$ cat src/rtl/multiplicador_secuencial.sv
// Sequential unsigned shift-add multiplier: one multiplier bit per clock,
// WIDTH iterations, registered product held until the next completed operation.
module multiplicador_secuencial #(
  parameter int WIDTH = 8
) (
  input  logic                 clk,
  input  logic                 rst,
  input  logic [WIDTH-1:0]     A,
  input  logic [WIDTH-1:0]     B,
  input  logic                 start,
  output logic                 busy,
  output logic                 done,
  output logic [2*WIDTH-1:0]   P
);

  typedef enum logic [1:0] {
    IDLE = 2'd0,
    CALC = 2'd1,
    DONE = 2'd2
  } state_e;

  localparam int CW = (WIDTH > 1) ? $clog2(WIDTH) : 1;
  localparam logic [CW-1:0] LAST = CW'(WIDTH - 1);

  state_e             state_q, state_d;
  logic [2*WIDTH-1:0] mcand_q, mcand_d;
  logic [WIDTH-1:0]   mplier_q, mplier_d;
  logic [2*WIDTH-1:0] acc_q, acc_d;
  logic [CW-1:0]      count_q, count_d;
  logic [2*WIDTH-1:0] p_q, p_d;
  logic [2*WIDTH-1:0] sum;

  // NOTE: sequential state uses non-blocking assignments so every register
  // samples pre-edge values, independent of statement order.
  always_ff @(posedge clk) begin
    if (rst) begin
      state_q  <= IDLE;
      mcand_q  <= '0;
      mplier_q <= '0;
      acc_q    <= '0;
      count_q  <= '0;
      p_q      <= '0;
    end else begin
      state_q  <= state_d;
      mcand_q  <= mcand_d;
      mplier_q <= mplier_d;
      acc_q    <= acc_d;
      count_q  <= count_d;
      p_q      <= p_d;
    end
  end

  // Accumulator value including the current iteration's partial product.
  assign sum = acc_q + (mplier_q[0] ? mcand_q : '0);

  // NOTE: every signal driven here gets a default first; a path that
  // skipped an assignment would otherwise infer a latch.
  always_comb begin
    state_d  = state_q;
    mcand_d  = mcand_q;
    mplier_d = mplier_q;
    acc_d    = acc_q;
    count_d  = count_q;
    p_d      = p_q;

    case (state_q)
      IDLE: begin
        if (start) begin
          mcand_d  = {{WIDTH{1'b0}}, A};
          mplier_d = B;
          acc_d    = '0;
          count_d  = '0;
          state_d  = CALC;
        end
      end
      CALC: begin
        acc_d    = sum;
        mcand_d  = mcand_q << 1;
        mplier_d = mplier_q >> 1;
        count_d  = count_q + 1'b1;
        if (count_q == LAST) begin
          p_d     = sum;
          state_d = DONE;
        end
      end
      DONE: begin
        state_d = IDLE;
      end
      default: begin
        state_d = IDLE;
      end
    endcase
  end

  assign busy = (state_q == CALC);
  assign done = (state_q == DONE);
  assign P    = p_q;

endmodule
$ cat config.mk
export PLATFORM = sky130hd
export DESIGN_NAME = multiplicador_secuencial
export DESIGN_NICKNAME = d
export VERILOG_FILES = /design/src/rtl/multiplicador_secuencial.sv
export SDC_FILE = /design/constraint.sdc
export NUM_CORES = 1
export LEC_CHECK = 0
export CORE_MARGIN = 2
export CORE_UTILIZATION = 60
export DETAILED_ROUTE_END_ITERATION = 10
export HOLD_SLACK_MARGIN = 0.08
export PLACE_DENSITY = 0.84
export SLEW_MARGIN = 30
export SYNTH_ARGS = -nofsm -noshare
export SYNTH_HDL_FRONTEND = slang
export SYNTH_SLANG_ARGS = --single-unit
$ cat constraint.sdc
create_clock -name clk -period 5.4 [get_ports clk]
set_input_delay 1.08 -clock clk [delete_from_list [all_inputs] [get_ports clk]]
set_output_delay 1.08 -clock clk [all_outputs]
set_load 0.01 [all_outputs]
==> run summary <==
Data arrival, critical path -> 3.11 ns
Hold wc startpoint -> P[6]$_SDFFE_PP0P_
Share of layout cells above drive strength 1 -> 6.51%
Post-CTS sizing -> 0
Final setup viols -> 0
Leakage power -> 1.51 nW
Hold Path Sink -> P[6]$_SDFFE_PP0P_
Synth Flop Type -> dfxtp_1
Yosys Warn Count -> 0
H-tree Lvls -> 3
Most common cell in the netlist -> dfxtp_1
Peak VDD IR -> 0.000196 V
Top cells by area, synth -> dfxtp_1 (37%), ha_1 (6.5%), nor2_1 (5.1%)
Mapped Cells -> 386
Post-synth EDFFs -> 0
Number of port buffers -> 36
Mux contribution to synthesized area -> 4.92%
Clock Tree Root -> clkbuf_8
Minimum clock period -> 2.89 ns
DRT antenna net count -> 0
PwrDens -> 254 nW/um^2
Largest family of logic cells by synthesized area -> compound AO/OA/AOI/OAI gates
CTS buffer count -> 9
Io pins -> 37
DRC Markers -> 0
Max Clock Skew -> 0.00682 ns
Synthesized area per cell -> 8.44 sq um
Clock slew at reported path FFs -> 0.06 ns
Row Count -> 26
Vias/cell -> 6.02
Critical R2R Launch -> mplier_q[0]$_SDFFE_PP0P_
Bufs on Longest Clock Path -> 2
Setup TNS -> 0 ns
First-pass GRT wire length -> 13200 um
Largest net degree at the start of global routing -> 51
Synthesized area -> 3260 sq um
RSZ-0062 raised after global routing -> no
DP HPWL -> 5200 um
TritonCTS Sinks -> 61
Total length of routed wires -> 7790 um
Grt ovf -> 0
Post-CTS Setup Bufs -> 0
Die Wd -> 77.7 um
Hold Vio Cnt, Final -> 0
Synth Area in Compound Gates -> 23.8%
Clock latency on the worst-skew pair -> 0.36 ns
HP Class -> flop to flop
Final GP Congestion -> 0.885
Slew Viols, Final -> 0
Startpoint types -> primary input
Vias in the first global route -> 2827
Commonest cells in the synthesized netlist -> dfxtp_1 (61), nor2_1 (44), nand2_1 (37), a21oi_1 (28)
Critical path peak fanout -> 50
Max-Cap Viols -> 0
Worst R2R End -> acc_q[12]$_SDFFE_PP0P_
Synthesis-stage register bit count -> 61
Synth-to-Final Area Change -> 17.3%
Hold Path Depth -> 2
Detailed Route Iter0 Violations -> 257
Final nets -> 448
Crit path capture type -> flop
Power after layout -> 970 uW
Clock tree from TritonCTS -> yes
All-Layer GR Usage -> 28.1%
Avg WL per Cell -> 16.1 um
Count of different cell masters after synthesis -> 51
CTS Hold Bufs -> 0
Initial core utilization -> 63.0%
Via count -> 2918
Worst Path Required -> 5.62 ns
Worst reg-to-reg path cell count -> 9
Initial antenna violation count -> 0
XOR/XNOR share of the synthesized area -> 3.23%
Final period utilization -> 53.4%
Least-Margin Pin Slew -> 0.955 ns
Area of the die -> 6030 sq um
WS Path Type -> primary input to flop
Ys async rst share -> 0%
Synth top area share -> 37.5%
Simple-gate share of the synthesized area -> 19.2%
Relative slew slack -> 36.3%
Sequential-to-total area share from yosys stat -> 37.5%
Fin util -> 73.9%
Pre-Repair DR Iteration Count -> 4
Post-synthesis net count -> 423
Antenna cells -> 0
Synth area leader -> dfxtp_1
Chip height -> 77.7 um
Reg2reg setup slack -> 2.56 ns
Outcome -> complete, no violations
Achievable Freq -> 0.347 GHz
Adder-cell share of the synthesized area -> 7.15%
Core ar. -> 5170 sq um
[per-stage QoR]
stage	instance area [sq um]	hold slack, ns	setup slack, ns	instances
2_1_floorplan	3260	0.426	3.01	386
3_3_place_gp	3630	0.445	2.23	470
3_5_place_dp	3630	0.452	2.18	470
4_1_cts	3820	0.461	2.53	485
5_1_grt	3820	0.482	2.28	485
6_report	3820	0.457	2.51	485
[final cells by class]
class                   count  area, sq um
multi-input cells         291         1900
fillers                   413         1350
flip-flops and latches     61         1220
repair buffers             39          383
clock buffers              14          163
well taps                  70         87.6
inverters                   9         33.8
clock inverters             1         30.0
[flip-flops by register name, indices dropped and copies added (netlist names)]
| register | flops |
|---|---|
| state_q | 2 |
| mcand_q | 16 |
| acc_q | 16 |
| mplier_q | 8 |
| count_q | 3 |
| P | 16 |
[power by group]
part           switching (mW)  leakage [nW]  total [mW]  internal (mW)
sequential             0.0122         0.496       0.475          0.463
clock                   0.177        0.0968       0.413          0.236
combinational          0.0447         0.918      0.0819         0.0372
total                   0.234          1.51       0.970          0.737
[cells by family (layout without fill, tap and decap cells)]
group	count (synthesis)	in the layout
simple gates	134	134
compound gates	111	111
flops	61	61
buf+inv	34	63
fa+ha+maj	18	18
mux	16	16
xor+xnor	12	12
[cell usage in the layout, fill, tap and decap left out, types with 4 or more instances in the layout]
cell type,count
xor2_1,7
o21ai_0,12
clkdlybuf4s50_1,36
nor2b_1,8
a31oi_1,5
clkbuf_8,11
nand3_1,8
nor3_1,5
xnor2_1,5
dfxtp_1,61
nand2_1,37
ha_1,17
a22oi_1,17
nor2_1,44
inv_1,9
o21ai_1,4
mux2i_1,16
a21o_1,5
and2_1,17
a211oi_1,15
a21oi_1,28
[layer usage]
metal | vias to the layer above | wire length (um) | GRT usage, %
met5 | - | 0 | 0
met4 | 0 | 240 | 15.4
met3 | 24 | 476 | 8.72
met2 | 102 | 3760 | 46.5
met1 | 1361 | 3320 | 32.1
li1 | 1431 | - | -
[how the worst max path moves through the flow]
stage               slack, ns  cells after the start                      from                     end
finish                   2.51                      7                       rst  acc_q[13]$_SDFFE_PP0P_
global route             2.28                      6   state_q[0]$_SDFFE_PP0P_      P[13]$_SDFFE_PP0P_
CTS                      2.53                      7                       rst  acc_q[13]$_SDFFE_PP0P_
detailed placement       2.18                      7                       rst  acc_q[13]$_SDFFE_PP0P_
global placement         2.23                      7                       rst  acc_q[13]$_SDFFE_PP0P_
floorplan                3.01                     10  mplier_q[0]$_SDFFE_PP0P_  acc_q[12]$_SDFFE_PP0P_
[critical path: stages]
cell,delay [ns]
clkdlybuf4s50_1,0.46
buf_4,0.46
inv_1,0.39
and2_1,0.29
and3_1,0.17
mux2i_1,0.12
o311ai_0,0.12
No activity file was read; power rests on OpenSTA's default activity.
